### src/rtl/dtw_feeder_pkg.sv
// Shared types, default sizes and width helper for the DTW sample feeder.
// No logic, no latency, no flow control of its own.
// Imported by dtw_sync_fifo and dtw_sin_feeder.
package dtw_feeder_pkg;

    localparam int DEFAULT_WIDTH     = 32;
    localparam int DEFAULT_DEPTH     = 8;
    localparam int DEFAULT_FRAME_LEN = 32;

    typedef enum logic [0:0] {
        STREAM    = 1'b0,
        WAIT_DONE = 1'b1
    } feeder_state_t;

    // Index width for a range of n entries; never narrower than one bit.
    function automatic int idx_bits(input int n);
        return (n < 2) ? 1 : $clog2(n);
    endfunction

endpackage

### src/rtl/dtw_sync_fifo.sv
// Generic single-clock show-ahead FIFO with synchronous flush.
// Latency: a word written at edge t is visible on rd_dat/!empty after edge t.
// Backpressure: push ignored while full, pop ignored while empty.
module dtw_sync_fifo
    import dtw_feeder_pkg::*;
#(
    parameter int WIDTH = DEFAULT_WIDTH,
    parameter int DEPTH = DEFAULT_DEPTH
) (
    input  logic                     clk,
    input  logic                     nrst,
    input  logic                     flush,
    input  logic                     push,
    input  logic [WIDTH-1:0]         wr_dat,
    input  logic                     pop,
    output logic [WIDTH-1:0]         rd_dat,
    output logic                     full,
    output logic                     empty,
    output logic [idx_bits(DEPTH):0] count
);

    localparam int AW = idx_bits(DEPTH);
    localparam int CW = AW + 1;

    logic [WIDTH-1:0] mem [DEPTH];
    logic [AW-1:0]    wr_ptr;
    logic [AW-1:0]    rd_ptr;
    logic             do_push;
    logic             do_pop;

    assign full    = (count == CW'(DEPTH));
    assign empty   = (count == '0);
    assign do_push = push && !full;
    assign do_pop  = pop && !empty;
    assign rd_dat  = mem[rd_ptr];

    always_ff @(posedge clk) begin
        if (!nrst || flush) begin
            wr_ptr <= '0;
            rd_ptr <= '0;
            count  <= '0;
        end else begin
            if (do_push) wr_ptr <= wr_ptr + AW'(1);
            if (do_pop)  rd_ptr <= rd_ptr + AW'(1);
            case ({do_push, do_pop})
                2'b10:   count <= count + CW'(1);
                2'b01:   count <= count - CW'(1);
                default: count <= count;
            endcase
        end
    end

    // Storage needs no reset; pointers alone define what is valid.
    always_ff @(posedge clk) begin
        if (do_push && !flush) mem[wr_ptr] <= wr_dat;
    end

endmodule

### src/rtl/dtw_sin_feeder.sv
// Frame-gated sample feeder for the DTW core; optional o_level via DTW_FEEDER_LEVEL_EN.
// Latency: word pushed into an empty FIFO at edge t is offered (o_valid) after edge t.
// Backpressure: o_ready drops when full; output stalls on i_ready=0 and between frames until i_frame_done.
module dtw_sin_feeder
    import dtw_feeder_pkg::*;
#(
    parameter int WIDTH     = DEFAULT_WIDTH,
    parameter int DEPTH     = DEFAULT_DEPTH,
    parameter int FRAME_LEN = DEFAULT_FRAME_LEN
) (
    input  logic                     clk,
    input  logic                     nrst,
    input  logic                     i_valid,
    output logic                     o_ready,
    input  logic [WIDTH-1:0]         i_data,
    output logic                     o_valid,
    input  logic                     i_ready,
    output logic [WIDTH-1:0]         o_data,
    output logic                     o_last,
    input  logic                     i_frame_done,
    input  logic                     i_flush,
    output logic [7:0]               o_frames
`ifdef DTW_FEEDER_LEVEL_EN
    ,
    output logic [idx_bits(DEPTH):0] o_level
`endif
);

    localparam int AW = idx_bits(DEPTH);
    localparam int CW = idx_bits(FRAME_LEN);

    logic          full;
    logic          empty;
    logic          push;
    logic          pop;
    logic [AW:0]   count;
    logic [CW-1:0] cnt;
    feeder_state_t state;

    assign o_ready = !full && nrst;
    assign o_valid = nrst && (state == STREAM) && !empty;
    assign o_last  = o_valid && (cnt == CW'(FRAME_LEN - 1));
    assign push    = i_valid && o_ready;
    assign pop     = o_valid && i_ready;

    dtw_sync_fifo #(
        .WIDTH (WIDTH),
        .DEPTH (DEPTH)
    ) u_fifo (
        .clk    (clk),
        .nrst   (nrst),
        .flush  (i_flush),
        .push   (push),
        .wr_dat (i_data),
        .pop    (pop),
        .rd_dat (o_data),
        .full   (full),
        .empty  (empty),
        .count  (count)
    );

`ifdef DTW_FEEDER_LEVEL_EN
    assign o_level = count;
`else
    logic level_unused;
    assign level_unused = ^count;
`endif

    // A done pulse only matters once the frame's last word has left.
    always_ff @(posedge clk) begin
        if (!nrst) begin
            cnt      <= '0;
            o_frames <= '0;
            state    <= STREAM;
        end else if (i_flush) begin
            cnt   <= '0;
            state <= STREAM;
        end else begin
            if (state == WAIT_DONE && i_frame_done) state <= STREAM;
            if (pop) begin
                if (o_last) begin
                    cnt      <= '0;
                    o_frames <= o_frames + 8'd1;
                    state    <= WAIT_DONE;
                end else begin
                    cnt <= cnt + CW'(1);
                end
            end
        end
    end

endmodule

### config.mk
export PLATFORM = sky130hd
export DESIGN_NAME = dtw_sin_feeder
export DESIGN_NICKNAME = d
export VERILOG_FILES = /design/src/rtl/dtw_feeder_pkg.sv /design/src/rtl/dtw_sync_fifo.sv /design/src/rtl/dtw_sin_feeder.sv
export SDC_FILE = /design/constraint.sdc
export NUM_CORES = 1
export LEC_CHECK = 0
export CAP_MARGIN = 0
export CORE_MARGIN = 2
export CORE_UTILIZATION = 52
export DETAILED_ROUTE_END_ITERATION = 8
export PLACE_DENSITY = 0.72
export RECOVER_POWER = 50
export SLEW_MARGIN = 20
export SYNTH_ARGS = -nofsm -noshare
export SYNTH_HDL_FRONTEND = slang
export SYNTH_HIERARCHICAL = 1
export SYNTH_SLANG_ARGS = --single-unit
export TNS_END_PERCENT = 10
### constraint.sdc
create_clock -name clk -period 16.9 [get_ports clk]
set_input_delay 5.07 -clock clk [delete_from_list [all_inputs] [get_ports clk]]
set_output_delay 5.07 -clock clk [all_outputs]
set_load 0.005 [all_outputs]
==> results.cfg, run 1 <==
[power_and_ir_drop]
pwr-share-clk_pct = 41.5
p_switching_mw = 0.255
comb_power_share_pct = 2.2
peakVddDrop_uv = 59.6
internal_power_mw = 1.10
p_per_area_nw_per_um2 = 103
seqPwrFrac_pct = 56.3
leakage_nw = 4.22
swShare_pct = 18.8

[sta]
slew_headroom_pct = 27.2
fin_setup_tns_ns = 0
max_freq_mhz = 83.8
worst_pin_slew_ns = 1.09
holdWs_ns = 0.498
setup_viol = 0
hold_viol_final = 0
slew_viol_final = 0
post-route-period-util_pct = 70.6
min_period_ns = 11.94
rsz0062_at_grt = no
timing.final.ws_setup_ns = 4.96
fin_skew_ns = 0.0104

[grt]
grt_pass1_wl_um = 30600
grt_use_total_pct = 18.1
grt_max_degree = 45
grt_pass1_vias = 5570
gr-total-overflow = 0
antenna_found_initial = 0

[synth]
avgSynthCellArea_um2 = 21.4
synth_area_leaders = edfxtp_1, mux4_1, dfxtp_1
synth_top_area_cell = edfxtp_1
yosysSeqAreaShare_pct = 73.9
synth.cell_area_um2 = 11100
synth_ff_type = edfxtp_1
synth_edf_count = 256
async_flop_share_pct = 0
post-synth-top-count-cell = edfxtp_1
synth_seq_cells = 283
postSynthCellCount = 520
synth_nets = 567
synth_top_area_share_pct = 69.0
ys_top_cells_by_count = edfxtp_1, mux4_1, mux2_2
yosys_warnings = 6
synthDistinctLibCells = 45

[cts]
cts-root-buf = clkbuf_16
post_cts_resized = 0
tritoncts = done
cts_inserted_buffers = 27
clockBufferDepth = 3
clkLatencyLatePin_ns = 0.52
cts.sinks = 283
h-tree-depth = 1
path_clk_slew_ns = 0.06
cts_hold_buf = 0
post_cts_buffers = 0

[layout]
drive_above_1_share_pct = 19.0
fin_util_pct = 62.6
layout.nets = 665
syn_to_final_growth_pct = 18.0

[critical_path]
critPathMaxFanout = 16
cp.required_ns = 11.83
cp_cell_sequence = dlygate4sd3_1 -> nor3b_1 -> and2_1 -> clkdlybuf4s50_1
critPathLaunchType = primary input
worst_setup_path_end_kind = output pin
crit_slowest_cell = dlygate4sd3_1
path_class = primary input to output pin
worstPathArrival_ns = 6.87
critPathMaxStageDelay_ns = 0.82

[floorplanning]
fp.dieH_um = 150
start_util_pct = 53.0
fp.dieW_um = 150
die_area_um2 = 22600
fp-row-count = 53
coreArea_um2 = 21000
ios = 81

[drt]
drc = 0
wl_um = 19900
firstDrtPassIters = 4
viasPerCell = 5.71
drtAntennaViolNets = 0
vias = 5220
drtIter0Drc = 331
routedWlPerCell_um = 21.8

[run]
maxCapViolations = 0

[placed_design]
port_buffers = 80
hpwl_um = 11600
place.gp.congestion = 0.762
pre_cts_slack_ns = 5.04

[hold_path]
hold_class = flop to flop

[outcome]
status = finished, final reports clean
==> power by group through the flow <==
stage / logic [mW] / registers, mW / clock network (mW)
global route: 0.0329 / 0.766 / 0.604
floorplan: 0.00863 / 0.781 / 0
finish: 0.0299 / 0.766 / 0.564
global placement: 0.0300 / 0.781 / 0
detailed placement: 0.0319 / 0.781 / 0
CTS: 0.0319 / 0.766 / 0.579
==> layout by cell type, fill, tap and decap left out, types with 4 or more instances in the layout <==
cell	n
nand2_1	12
clkbuf_16	29
mux4_2	24
nor4b_2	4
buf_4	11
dfxtp_1	24
clkinv_2	8
xnor2_1	5
clkdlybuf4s50_1	38
a21oi_1	6
edfxtp_1	256
clkbuf_1	5
mux4_1	40
nand3_1	7
mux2_2	32
inv_1	5
dlygate4sd3_1	42
xor2_1	6
nor2_1	17
ha_1	8
and2_0	4
mux2i_1	5
==> critical path, delay by kind of cell <==
kind | cells | cell delay, ns
AND/OR/NAND/NOR | 2 | 0.48
buffers and inverters | 2 | 1.32
==> worst paths after layout <==
check,from,endpoint,slack (ns),cells after the start
max,nrst,o_last,4.96,4
max reg2reg,u_fifo/count[0]$_SDFFE_PP0P_,u_fifo/mem[7][7]$_DFFE_PP_,13.67,7
min reg2reg,u_fifo/wr_ptr[0]$_SDFFE_PP0P_,u_fifo/wr_ptr[0]$_SDFFE_PP0P_,0.50,2
min,u_fifo/wr_ptr[0]$_SDFFE_PP0P_,u_fifo/wr_ptr[0]$_SDFFE_PP0P_,0.50,2
==> area by class of cell <==
type / instances / area [um^2]
clock inverters: 12 / 65.1
inverters: 5 / 18.8
well taps: 275 / 344
fillers: 1417 / 7870
diodes: 1 / 2.50
repair buffers: 92 / 903
flip-flops and latches: 283 / 8230
multi-input cells: 209 / 2800
clock buffers: 37 / 786
==> cell families (layout without fill, tap and decap cells) <==
group / after synthesis / count (layout) / share of synthesized area (%)
AO/OA/AOI/OAI: 15 / 15 / 0.842
XOR/XNOR: 11 / 11 / 0.865
adder cells (fa/ha/maj): 9 / 9 / 1.08
buffers and inverters: 28 / 146 / 1.51
flip-flops: 283 / 283 / 73.9
multiplexers: 101 / 101 / 18.0
other: 0 / 1 / 0
AND/OR/NAND/NOR: 73 / 73 / 3.87
==> routing by layer <==
layer	track usage, %	up-vias	share of wire, %
met3	2.88	19	5.0
li1	-	2377	-
met1	24.0	2702	41
met5	0	-	0
met4	4.72	0	1.3
met2	31.4	122	52
==> metrics by stage <==
stage,area [um^2],instances,total power [mW]
6_report,13200,914,1.36
5_1_grt,13100,913,1.40
4_1_cts,13100,913,1.38
3_5_place_dp,12300,864,0.813
3_3_place_gp,12300,863,0.811
2_1_floorplan,11100,520,0.790
==> flip-flops by register name, summed over array words and instances (netlist names), named ones only <==
signal	count
u_fifo/rd_ptr	3
u_fifo/wr_ptr	3
u_fifo/mem	256
cnt	5
u_fifo/count	4
state	1
o_frames	8
Power figures use the tool's default switching activity.
==> run 2, diff against run 1 <==
--- a/config.mk
+++ b/config.mk
@@ -9,7 +9,7 @@
 export CORE_MARGIN = 2
 export CORE_UTILIZATION = 52
 export DETAILED_ROUTE_END_ITERATION = 8
-export PLACE_DENSITY = 0.72
+export PLACE_DENSITY = 0.75
 export RECOVER_POWER = 50
 export SLEW_MARGIN = 20
 export SYNTH_ARGS = -nofsm -noshare
==> constraint.sdc (replaced) <==
create_clock -name clk -period 10.9 [get_ports clk]
set_input_delay 3.27 -clock clk [delete_from_list [all_inputs] [get_ports clk]]
set_output_delay 3.27 -clock clk [all_outputs]
set_load 0.005 [all_outputs]
==> results.cfg, run 2 (same netlist as run 1, synthesis figures left out) <==
[cts]
cts_hold_buf = 0
post_cts_buffers = 0
cts-root-buf = clkbuf_16
cts_inserted_buffers = 28
h-tree-depth = 1
clockBufferDepth = 3
post_cts_resized = 0
clkLatencyLatePin_ns = 0.53
path_clk_slew_ns = 0.06
tritoncts = done
cts.sinks = 283

[power_and_ir_drop]
peakVddDrop_uv = 113
leakage_nw = 4.25
p_per_area_nw_per_um2 = 162
p_total_mw = 2.14

[layout]
fin_util_pct = 62.8
top_register = u_fifo/mem
design_area_um2 = 13200
reg.largest.list = u_fifo/mem: 256 flops, o_frames: 8 flops, cnt: 5 flops
drive_above_1_share_pct = 18.9
layout_common_cells = edfxtp_1, dlygate4sd3_1, mux4_1
fillers = 1401
largest_reg_flops = 256
final_common_cell = edfxtp_1
layout.nets = 671
syn_to_final_growth_pct = 18.6

[sta]
max_freq_mhz = 120
setup_viol = 0
post-route-period-util_pct = 76.4
min_period_ns = 8.33
slew_headroom_pct = 27.5
fin_setup_tns_ns = 0
timing.final.ws_setup_ns = 2.57
slew_viol_final = 0
worst_pin_slew_ns = 1.09
fin_skew_ns = 0.00983
rsz0062_at_grt = no
hold_viol_final = 0

[drt]
vias = 5244
viasPerCell = 5.69
routedWlPerCell_um = 21.6
drc = 0
drtIter0Drc = 290
drtAntennaViolNets = 0
wl_um = 19900
firstDrtPassIters = 6

[hold_path]
hold_class = flop to flop

[grt]
grt_pass1_wl_um = 30600
grt_max_degree = 65
grt_use_total_pct = 18.0
gr-total-overflow = 0
grt_pass1_vias = 5519
antenna_found_initial = 5

[critical_path]
critPathMaxFanout = 16
cp.required_ns = 7.63
critPathLaunchType = primary input
worstPathArrival_ns = 5.06
path_class = primary input to output pin
worst_setup_path_end_kind = output pin

[placed_design]
dpl_cell_area_um2 = 12300
hpwl_um = 11500
place.gp.congestion = 0.760
pre_cts_slack_ns = 2.64
port_buffers = 80

[floorplanning]
fp.dieW_um = 150
ios = 81
fp.dieH_um = 150
start_util_pct = 53.0
fp-row-count = 53
coreArea_um2 = 21000
die_area_um2 = 22600

[outcome]
status = finished, final reports clean

[run]
maxCapViolations = 0
==> run 2: cell types whose count changed in the layout (fill, tap and decap cells not counted), moves of 2 or more <==
cell / change
bufinv_16: +2
nor4_4: -2
clkbuf_8: -2
clkinv_2: -2
clkbuf_1: +4
nor4_2: +2
buf_4: +4
==> run 2: power by group <==
group	leakage, nW	total [mW]	internal, mW	switching (mW)
registers	2.53	1.19	1.19	0.00133
clock network	0.432	0.908	0.539	0.370
logic	1.29	0.0462	0.0225	0.0237
total	4.25	2.14	1.75	0.395
==> run 2: routing by layer <==
metal  track usage, %  wire length, um  vias to the layer above
li1                 -                -                     2379
met1             24.7             8660                     2709
met2             30.0             9920                      118
met3             3.67              973                       32
met5                0               34                        -
met4             4.58              313                        6
==> run 2: area by class of cell <==
cell class / count / area, um^2 / area share (%)
clock inverter: 11 / 101 / 0.767
clock buffer: 39 / 773 / 5.85
antenna: 2 / 5.00 / 0.0379
sequential: 283 / 8230 / 62.3
tap: 275 / 344 / 2.60
timing repair buffer: 97 / 953 / 7.22
multi-input combinational: 209 / 2780 / 21.0
inverter: 5 / 18.8 / 0.142
==> run 2: final timing paths <==
| path | endpoint | start | slack (ns) | depth (start not counted) |
|---|---|---|---|---|
| worst max-delay path | o_last | nrst | 2.57 | 4 |
| worst min-delay path | u_fifo/wr_ptr[0]$_SDFFE_PP0P_ | u_fifo/wr_ptr[0]$_SDFFE_PP0P_ | 0.50 | 2 |
| worst max register to register | u_fifo/mem[7][24]$_DFFE_PP_ | u_fifo/count[0]$_SDFFE_PP0P_ | 7.77 | 7 |
| worst min register to register | u_fifo/wr_ptr[0]$_SDFFE_PP0P_ | u_fifo/wr_ptr[0]$_SDFFE_PP0P_ | 0.50 | 2 |
==> run 2: critical path, cell delays in order <==
cell and delay (ns):
dlygate4sd3_1 0.81, nor3b_1 0.30, and2_1 0.17, clkdlybuf4s50_1 0.50
==> run 2: per-stage QoR <==
| stage | cells | hold slack, ns |
|---|---|---|
| floorplan | 520 | 0.462 |
| global placement | 867 | 0.473 |
| detailed placement | 869 | 0.485 |
| CTS | 919 | 0.500 |
| global route | 920 | 0.527 |
| finish | 921 | 0.500 |
==> run 3, diff against run 2 <==
==> constraint.sdc (replaced) <==
create_clock -name clk -period 7.48 [get_ports clk]
set_input_delay 2.244 -clock clk [delete_from_list [all_inputs] [get_ports clk]]
set_output_delay 2.244 -clock clk [all_outputs]
set_load 0.005 [all_outputs]
==> results.cfg, run 3 (same netlist as run 1, synthesis figures left out) <==
[power_and_ir_drop]
leakage_nw = 4.21
p_per_area_nw_per_um2 = 234
p_total_mw = 3.08
peakVddDrop_uv = 183

[grt]
grt_pass1_wl_um = 31800
use_met2_pct = 31.8
grt_use_met3_pct = 3.70
grt_use_total_pct = 18.7
grt_max_degree = 40
met1_usage_pct = 25.4
antenna_found_initial = 2
grt_pass1_vias = 5618
gr-total-overflow = 0
busiest_layer = met2

[drt]
drc = 0
drtIter0Drc = 349
routedWlPerCell_um = 22.6
firstDrtPassIters = 4
vias = 5302
drtAntennaViolNets = 0
wl_um = 20600
viasPerCell = 5.79

[critical_path]
worstPathArrival_ns = 4.01
path_class = primary input to output pin
critPathMaxFanout = 16
critPathLaunchType = primary input
worst_setup_path_end_kind = output pin
r2r_slack_ns = 3.96
cp.required_ns = 5.24

[hold_path]
hold_class = flop to flop

[sta]
fin_setup_tns_ns = 0
rsz0062_at_grt = no
post-route-period-util_pct = 83.6
holdWs_ns = 0.510
hold_viol_final = 0
timing.final.ws_setup_ns = 1.23
setup_viol = 0
max_freq_mhz = 160
fin_skew_ns = 0.0114
worst_pin_slew_ns = 1.62
slew_headroom_pct = -8.62
min_period_ns = 6.25
slew_viol_final = 16

[cts]
tritoncts = done
cts_inserted_buffers = 29
post_cts_resized = 0
post_cts_buffers = 0
cts_hold_buf = 0
cts.sinks = 283
cts-root-buf = clkbuf_16
path_clk_slew_ns = 0.06
clkLatencyLatePin_ns = 0.54
clockBufferDepth = 3
h-tree-depth = 1

[placed_design]
hpwl_um = 11800
place.gp.congestion = 0.749
pre_cts_slack_ns = 1.32
port_buffers = 80

[layout]
reg.largest.list = u_fifo/mem: 256 flops, o_frames: 8 flops, cnt: 5 flops
fillers = 1393
top_register = u_fifo/mem
drive_above_1_share_pct = 18.8
final_common_cell = edfxtp_1
layout.nets = 671
largest_reg_flops = 256
syn_to_final_growth_pct = 17.9
layout_common_cells = edfxtp_1, dlygate4sd3_1, mux4_1

[floorplanning]
start_util_pct = 53.0
ios = 81
fp.dieW_um = 150
fp.dieH_um = 150
fp-row-count = 53
coreArea_um2 = 21000
die_area_um2 = 22600

[outcome]
status = finished with violations
violations = capacitance limit, slew limit

[run]
maxCapViolations = 1
==> run 3: cell count changes in the layout (fill, tap and decap cells not counted), sizes merged <==
cell / delta
clkinv: -4
bufinv: -2
clkinvlp: +2
buf: -1
clkbuf: -1
diode: -1
inv: +1
==> run 3: routing by layer <==
metal	part of all wire [%]	vias up
li1	-	2377
met1	42	2748
met2	51	147
met3	5.3	28
met4	1.7	2
met5	0.063	-
==> run 3: path summary, 6_finish.rpt <==
kind / end / cells after the start / from
hold / removal: o_frames[2]$_SDFFE_PN0P_ / 2 / o_frames[2]$_SDFFE_PN0P_
setup / recovery: o_last / 4 / nrst
setup reg to reg: u_fifo/mem[7][12]$_DFFE_PP_ / 7 / u_fifo/count[0]$_SDFFE_PP0P_
hold reg to reg: o_frames[2]$_SDFFE_PN0P_ / 2 / o_frames[2]$_SDFFE_PN0P_
==> run 3: per-stage QoR <==
step	util [%]	instances	area [um^2]
6_report	62.5	915	13100
5_1_grt	62.5	914	13100
4_1_cts	62.6	914	13200
3_5_place_dp	58.6	868	12300
3_3_place_gp	58.6	868	12300
2_1_floorplan	-	520	11100
==> run 3: worst max-delay path: stages <==
cell and delay [ns]:
dlygate4sd3_1 0.82, nor3b_1 0.28, and2_1 0.17, clkdlybuf4s50_1 0.50
==> run 3: layout make-up <==
| class | instances | area [um^2] | share of cell area, % |
|---|---|---|---|
| flip-flops and latches | 283 | 8230 | 62.7 |
| multi-input cells | 209 | 2780 | 21.2 |
| repair buffers | 96 | 921 | 7.01 |
| clock buffers | 38 | 790 | 6.01 |
| well taps | 275 | 344 | 2.62 |
| clock inverters | 8 | 47.5 | 0.362 |
| inverters | 5 | 18.8 | 0.143 |
| diodes | 1 | 2.50 | 0.0190 |
==> run 3: power breakdown <==
part	switching (mW)	leakage, nW	internal (mW)
clock	0.548	0.405	0.733
combinational	0.0352	1.28	0.0328
sequential	0.00222	2.53	1.73
